`src/rtl/product_histogram.sv`:
```
// product_histogram
//   Builds a 16-bin histogram of the 4-bit products delivered by an upstream
//   2x2 multiplier. A window of WINDOW products is collected after start. The
//   bins are then read out one per handshake, with the bin index as the
//   product value. A product that a 2x2 multiplier can never produce raises a
//   sticky error flag.
//
// Parameters
//   WINDOW    products accepted per measurement window (1..65535)
//   CNT_W     width of each bin counter (saturating)
//
// Ports
//   clk        in   rising-edge clock
//   rst_n      in   asynchronous active-low reset
//   start      in   begin a new window (only honoured while idle)
//   s_valid    in   product on s is valid
//   s          in   4-bit unsigned product
//   s_ready    out  a product is accepted this cycle when s_valid is high
//   bin_valid  out  bin_idx/bin_count hold a readout bin
//   bin_idx    out  index of the bin being read out
//   bin_count  out  count of bin_idx in the last window
//   bin_ready  in   downstream consumes the presented bin
//   done       out  one-cycle pulse after the last bin is consumed
//   busy       out  collecting or dumping
//   err        out  an impossible product was accepted in this window
module product_histogram #(
  parameter int WINDOW = 256,
  parameter int CNT_W  = 16
) (
  input  logic             clk,
  input  logic             rst_n,
  input  logic             start,
  input  logic             s_valid,
  input  logic [3:0]       s,
  output logic             s_ready,
  output logic             bin_valid,
  output logic [3:0]       bin_idx,
  output logic [CNT_W-1:0] bin_count,
  input  logic             bin_ready,
  output logic             done,
  output logic             busy,
  output logic             err
);

  typedef enum logic [1:0] {
    IDLE    = 2'd0,
    COLLECT = 2'd1,
    DUMP    = 2'd2
  } state_t;

  // Products of two 2-bit operands are only 0,1,2,3,4,6,9. A set bit marks a
  // value that cannot come from the multiplier.
  localparam logic [15:0]      IMPOSSIBLE_MASK = 16'hFDA0;
  localparam logic [15:0]      LAST_SAMPLE     = 16'(WINDOW - 1);
  localparam logic [CNT_W-1:0] CNT_MAX         = '1;

  state_t           state_reg, state_next;
  logic [15:0]      sample_cnt_reg;
  logic [3:0]       bin_idx_reg;
  logic             err_reg;
  logic             done_reg;
  logic [CNT_W-1:0] bin_q [16];

  logic clear;     // start honoured: wipe the previous window
  logic accept;    // product handshake
  logic consume;   // readout handshake
  logic last_bin;  // handshake on bin 15 ends the readout

  assign clear    = (state_reg == IDLE) && start;
  assign accept   = (state_reg == COLLECT) && s_valid;
  assign consume  = (state_reg == DUMP) && bin_ready;
  assign last_bin = consume && (bin_idx_reg == 4'd15);

  // State register
  always_ff @(posedge clk or negedge rst_n) begin
    if (!rst_n) begin
      state_reg <= IDLE;
    end else begin
      state_reg <= state_next;
    end
  end

  // Next state and state-decoded outputs
  always_comb begin
    state_next = state_reg;
    s_ready    = 1'b0;
    bin_valid  = 1'b0;
    busy       = 1'b1;
    case (state_reg)
      IDLE: begin
        busy = 1'b0;
        if (start) begin
          state_next = COLLECT;
        end
      end
      COLLECT: begin
        s_ready = 1'b1;
        if (accept && (sample_cnt_reg == LAST_SAMPLE)) begin
          state_next = DUMP;
        end
      end
      DUMP: begin
        bin_valid = 1'b1;
        if (last_bin) begin
          state_next = IDLE;
        end
      end
      default: begin
        busy       = 1'b0;
        state_next = IDLE;
      end
    endcase
  end

  // Products accepted so far in this window
  always_ff @(posedge clk or negedge rst_n) begin
    if (!rst_n) begin
      sample_cnt_reg <= '0;
    end else if (clear) begin
      sample_cnt_reg <= '0;
    end else if (accept) begin
      sample_cnt_reg <= sample_cnt_reg + 16'd1;
    end
  end

  // Readout pointer. It wraps back to 0 after bin 15, ready for the next dump.
  always_ff @(posedge clk or negedge rst_n) begin
    if (!rst_n) begin
      bin_idx_reg <= '0;
    end else if (clear) begin
      bin_idx_reg <= '0;
    end else if (consume) begin
      bin_idx_reg <= bin_idx_reg + 4'd1;
    end
  end

  // Sticky error flag and done pulse
  always_ff @(posedge clk or negedge rst_n) begin
    if (!rst_n) begin
      err_reg  <= 1'b0;
      done_reg <= 1'b0;
    end else begin
      done_reg <= last_bin;
      if (clear) begin
        err_reg <= 1'b0;
      end else if (accept && IMPOSSIBLE_MASK[s]) begin
        err_reg <= 1'b1;
      end
    end
  end

  // One saturating counter per product value. The counters live in registers
  // because the readout must select a bin combinationally.
  generate
    for (genvar gi = 0; gi < 16; gi++) begin : gen_bin
      logic [CNT_W-1:0] cnt_reg;

      always_ff @(posedge clk or negedge rst_n) begin
        if (!rst_n) begin
          cnt_reg <= '0;
        end else if (clear) begin
          cnt_reg <= '0;
        end else if (accept && (s == 4'(gi)) && (cnt_reg != CNT_MAX)) begin
          cnt_reg <= cnt_reg + 1'b1;
        end
      end

      assign bin_q[gi] = cnt_reg;
    end
  endgenerate

  assign bin_idx   = bin_idx_reg;
  assign bin_count = bin_q[bin_idx_reg];
  assign done      = done_reg;
  assign err       = err_reg;

endmodule

```
`config.mk`:
```
export PLATFORM = sky130hd
export DESIGN_NAME = product_histogram
export DESIGN_NICKNAME = d
export VERILOG_FILES = /design/src/rtl/product_histogram.sv
export SDC_FILE = /design/constraint.sdc
export NUM_CORES = 1
export LEC_CHECK = 0
export ABC_AREA = 1
export CORE_MARGIN = 10
export CORE_UTILIZATION = 47
export DETAILED_ROUTE_END_ITERATION = 10
export HOLD_SLACK_MARGIN = 0.02
export PLACE_DENSITY = 0.73
export SLEW_MARGIN = 20
export SYNTH_ARGS = -nofsm -noshare
export SYNTH_HDL_FRONTEND = slang
export SYNTH_SLANG_ARGS = --single-unit
```
`constraint.sdc`:
```
create_clock -name clk -period 2.1 [get_ports clk]
set_input_delay 0.21 -clock clk [delete_from_list [all_inputs] [get_ports clk]]
set_output_delay 0.21 -clock clk [all_outputs]
set_load 0.02 [all_outputs]
```
* Yosys cells after proc, flatten, opt, wreduce, memory -nomap -nowiden
Memory sizes are Yosys's and may differ from the RTL's.
Index checks and enable logic that the tools add are counted.
** Storage, ports and cells
- Flip-flop bits (word level) :: 280
- Memory bits (read-only) :: 16
- Output and inout port bits :: 25
- Memories :: 1
** Operators by class
- $add $sub $neg :: 18
- Magnitude comparators :: 2
- Equal/unequal tests :: 38
- Mux-type cells :: 49
- Bitwise gates (word level) :: 1
- Reductions and logical operators :: 61
** Memories
- (name not given) :: words 16, bits a word 1, rd ports 1, clocked after memory_dff 0, write ports 0, RTL line 146 : end else if (accept && IMPOSSIBLE_MASK[s]) begin
** Operators by type and width (number)
- $mux 16 :: 36
- $add 16x1->16 const B :: 17
- $ne 16x16->1 const B :: 16
- $bmux 16 s4 :: 1
- $logic_and 1x1->1 :: 38
- $reduce_bool 2->1 :: 19
- $eq 4x4->1 const B :: 9
- $eq 16x8->1 const B :: 1
- $eq 4x3->1 const B :: 4
- $eq 4x2->1 const B :: 2
- $mux 4 :: 2
- $mux 1 :: 6
- $mux 2 :: 3
- $pmux 2 s3 :: 1
- $ge 5x5->1 const B :: 1
- $lt 4x5->1 const B :: 1
- $not 4->5 :: 1
- $add 4x1->4 const B :: 1
- $eq 4x1->1 const B :: 1
- $logic_not 4->1 :: 1
- $ne 2x2->1 const B :: 2
- $reduce_and 3->1 :: 1
- $eq 2x1->1 const B :: 1
- $eq 2x2->1 const B :: 1
- 3 further kinds :: 3

* Logic depth before layout (Yosys ltp)
- Word-level depth :: 6
- Depth in mapped cells :: 12

* Least setup slack after synthesis
Ideal clock, no wire load.
- Kind :: flip-flop to flip-flop
- Start :: register state_reg[1]
- End :: register gen_bin[4].cnt_reg[10]
- Arrival time :: 1786 ps
- Data required time :: 1981 ps
- Path slack :: 196 ps
- Stages on the path, launching flop included :: 12
- Clock period less this slack :: 1904 ps
- Cells stage by stage :: dfrtp_1 -> inv_1 -> ha_1 -> nand2_4 -> clkinv_2 -> buf_6 -> nand3_1 -> nor2_2 -> nor2_4 -> buf_6 -> nand2_1 -> nand2_1
** On the way
- Cells in the longest elaborated chain, start to end :: 5
** RTL lines
- start: declaration :: RTL line 57 : state_t state_reg, state_next;
- start signal: assignment :: RTL line 79 : state_reg <= state_next;
- $eq 2x1->1 :: RTL line 70 : assign accept = (state_reg == COLLECT) && s_valid;
- $logic_and 1x1->1 :: RTL line 70
- $logic_and 1x1->1 (2 in series) :: RTL line 163 : end else if (accept && (s == 4'(gi)) && (cnt_reg != CNT_MAX)) begin
- $reduce_bool 2->1 (no line)
- end signal: assignment :: RTL line 164 : cnt_reg <= cnt_reg + 1'b1;
- end: declaration :: RTL line 156 : logic [CNT_W-1:0] cnt_reg;
Parallel ways exist; a longest one is shown, timed or not.
A chain may end at the register's enable or synchronous reset.

* Worst setup path after layout
- Start :: register bin_idx_reg[0], in the netlist bin_idx[0]
- End :: output bin_count[6]
** On the way
- Cells in the longest elaborated chain, start to end :: 4
** RTL lines
- start: declaration :: RTL line 59 : logic [3:0] bin_idx_reg;
- start signal: assignment :: RTL line 133 : bin_idx_reg <= bin_idx_reg + 4'd1;
- $not 4->5 (implied by the code) :: RTL line 173 : assign bin_count = bin_q[bin_idx_reg];
- $bmux 16 s4 :: RTL line 173
- $mux 16 (implied by the code) (2 in series) :: RTL line 173
- end: declaration :: RTL line 38 : output logic [CNT_W-1:0] bin_count,
Every way passes these cells. The select of a mux whose other input is x is not followed.

==> results.toml <==
[synthesis]
synthAdderAreaFrac = 0.0144
synth_top_family_by_area = "simple AND/OR/NAND/NOR gates"
yosysTopAreaCellShare = 0.350
synth-xor-area-share = 0.0354
syn_inst = 3040
yosysTopAreaCell = "dfrtp_1"
muxShareOfSynthArea = 0
ys_types = 37
synth_compound_area_frac = 0.0840
yosys.area_share.simple = 0.446
synthTopCellsByArea = "dfrtp_1 35%, nand2_1 20%, nor2_1 7.7%"
synth_area_sq_um = 20000
syn-num-nets = 3072
avgSynthCellArea_sq_um = 6.59
synth_seq_cells = 280
seq_area_frac_synth = 0.350
synth_warnings = 0

[cts]
cts_root_buf = "clkbuf_16"
clk_path_buf_depth = 3
cts_made_buffers = 35
htree_levels = 2
cts_tree = "built"
clkSinkCount = 280
path_clk_slew_ps = 60
clk-insertion-delay-late_ps = 550

[cells_and_area]
final_cell_mix = "1052 x nand2_1, 402 x nor2_1, 277 x dfrtp_1, 212 x nand3_1, 203 x nand4_1"
layout-drive-gt1-share = 0.132
final_nets = 3216
largest_reg_flops = 256
final_cells = 3742
num_antenna_cells = 0
final_core_util = 0.565
area_growth_pct = 18.5
layout_commonest_cell = "nand2_1"

[route]
drtIter0Drc = 2741
drc = 0
drt-total-wl_microns = 65000
vias = 21500
drt_pass1_iterations = 6
final_antenna_net_count = 0
wire_per_inst_microns = 17.4
via_per_inst = 5.75

[worst_setup_path]
setup.worst_path.class = "reg2out"
path_cells = "buf_12, buf_4, o21ai_0, o22ai_1, nand2_1, nand2_1, inv_1, nand2_2, buf_4"
cp.required_ps = 1890
cp.arrival_ps = 2260
start_kind = "register"
cpMaxStageDelayCell = "dfrtp_4"
critPathMaxStageDelay_ps = 530
end_kind = "primary output"
critPathMaxFanout = 20

[power_and_ir_drop]
power.density_nw_per_um2 = 762
p_leak_nw = 11.3
vdd_drop_max_mv = 0.573

[timing]
tightest_slew_ps = 696
setup-tns-final_ps = -4420
setup_viol = 16
post-route-min-period_ps = 2470
hold_violations = 0
slew_headroom = 0.536
rsz0062_at_grt = "yes"
max_freq_mhz = 404
fin_crit_sh = 1.18
slew_viol_final = 0
skew_ps = 22.1
setup_ws_ps = -374
hold_slack_ps = 262

[floorplan]
io_pins = 34
fp.dieW_microns = 226
design.die.area_sq_um = 51300
start_util = 0.477
core_sq_um = 42000
rows = 75
die_h_microns = 226

[placement]
gp_congestion = 0.999
post-dp-hpwl_microns = 48400
portBuffers = 33
placedCellCount = 3673

[status]
failed_checks = "negative setup slack"
status = "complete, but fails checks"

[global_route]
gr-total-overflow = 0
grt_pass1_wl_microns = 104000
grt_usage = 0.251
grt_pass1_vias = 19500
antenna_found_initial = 0
grt_max_degree = 71

[min_path]
hp-class = "in2async"

[run]
drv_cap = 0
==> timing repair <==
| action | in CTS | in global routing |
|---|---|---|
| hold buffers | 1 | 0 |
| setup endpoints to repair | 28 | 168 |
| gates resized for setup | 159 | 51 |
| buffers inserted | 5 | 6 |
| gates cloned | 1 | 0 |
| endpoints found under the hold margin | 59 | 0 |
| pin swaps | 37 | 24 |
==> worst max-delay path, delay by kind of cell, from the launching register on <==
kind	cells	cell delay, ps
flops	1	530
simple gates	3	260
buf+inv	4	570
compound gates	2	340
==> power breakdown <==
group          internal, W  leakage (nW)  switching, W
sequential         0.00550          3.90      0.000126
clock              0.00342         0.524       0.00242
combinational      0.00248          6.84       0.00414
==> synthesized netlist by cell type <==
cell and number:
nor3_4 1, a211oi_1 1, o22ai_1 14, nor2_2 20, nand2_2 14, o211ai_1 27
nor2_4 33, buf_2 31, o21ai_1 3, nand4_1 203, buf_4 21, nand3b_1 15
clkinv_2 1, inv_2 9, buf_6 12, inv_1 190, dfrtp_1 280, or2_2 19
buf_1 11, nand2_1 1063, nor3_1 5, nor2_8 2, ha_1 23, nand2_4 1
o21bai_1 21, clkbuf_2 2, and3_1 1, a22oi_1 1, a21oi_1 67, a2bb2oi_1 1
nand3_1 235, nand3_2 4, o21ai_0 172, clkinv_1 4, clkbuf_1 42, xor2_1 81
nor2_1 410
==> area by class of cell <==
cell class / count / area (sq um)
Multi-Input combinational cell: 2437 / 11900
Tap cell: 539 / 674
Fill cell: 3882 / 18300
Sequential cell: 280 / 7010
Clock inverter: 9 / 75.1
Inverter: 204 / 773
Clock buffer: 47 / 993
Timing Repair Buffer: 226 / 2310
==> path summary, 6_finish.rpt <==
check / cells past startpoint / to / from / slack (ps)
worst min register to register: 1 / sample_cnt_reg[0] / sample_cnt_reg[0] / 500
worst min-delay path: 2 / gen_bin[8].cnt_reg[0] / rst_n / 260
max in group asynchronous: 3 / gen_bin[6].cnt_reg[15] / rst_n / 1080
worst max register to register: 9 / gen_bin[0].cnt_reg[0] / state_reg[1] / 100
worst max-delay path: 9 / bin_count[6] / bin_idx[0] / -370
min in group clk: 3 / bin_idx[0] / bin_ready / 440
==> per-layer routing <==
layer / global-route usage / vias to the layer above / share of wire
li1: - / 10300 / -
met1: 0.343 / 10100 / 0.43
met2: 0.382 / 973 / 0.44
met3: 0.0540 / 151 / 0.097
met4: 0.0972 / 0 / 0.038
met5: 0 / - / 0
==> metrics by stage <==
stage / area [sq um] / setup slack [ps] / power (W)
6_report: 23700 / -374 / 0.0181
2_1_floorplan: 20000 / 196 / 0.00922
5_1_grt: 23700 / -374 / 0.0189
3_5_place_dp: 22100 / -240 / 0.0116
3_3_place_gp: 22100 / -246 / 0.0115
4_1_cts: 23500 / -365 / 0.0178
==> logic make-up after synthesis <==
group	count (synthesis)
AOI/OAI and AO/OA	307
xor gates and xnor gates	81
adders and majority gates	23
buffers and inverters	323
DFF	280
and+or+nand+nor	2026
No activity file was read; power rests on OpenSTA's default activity.
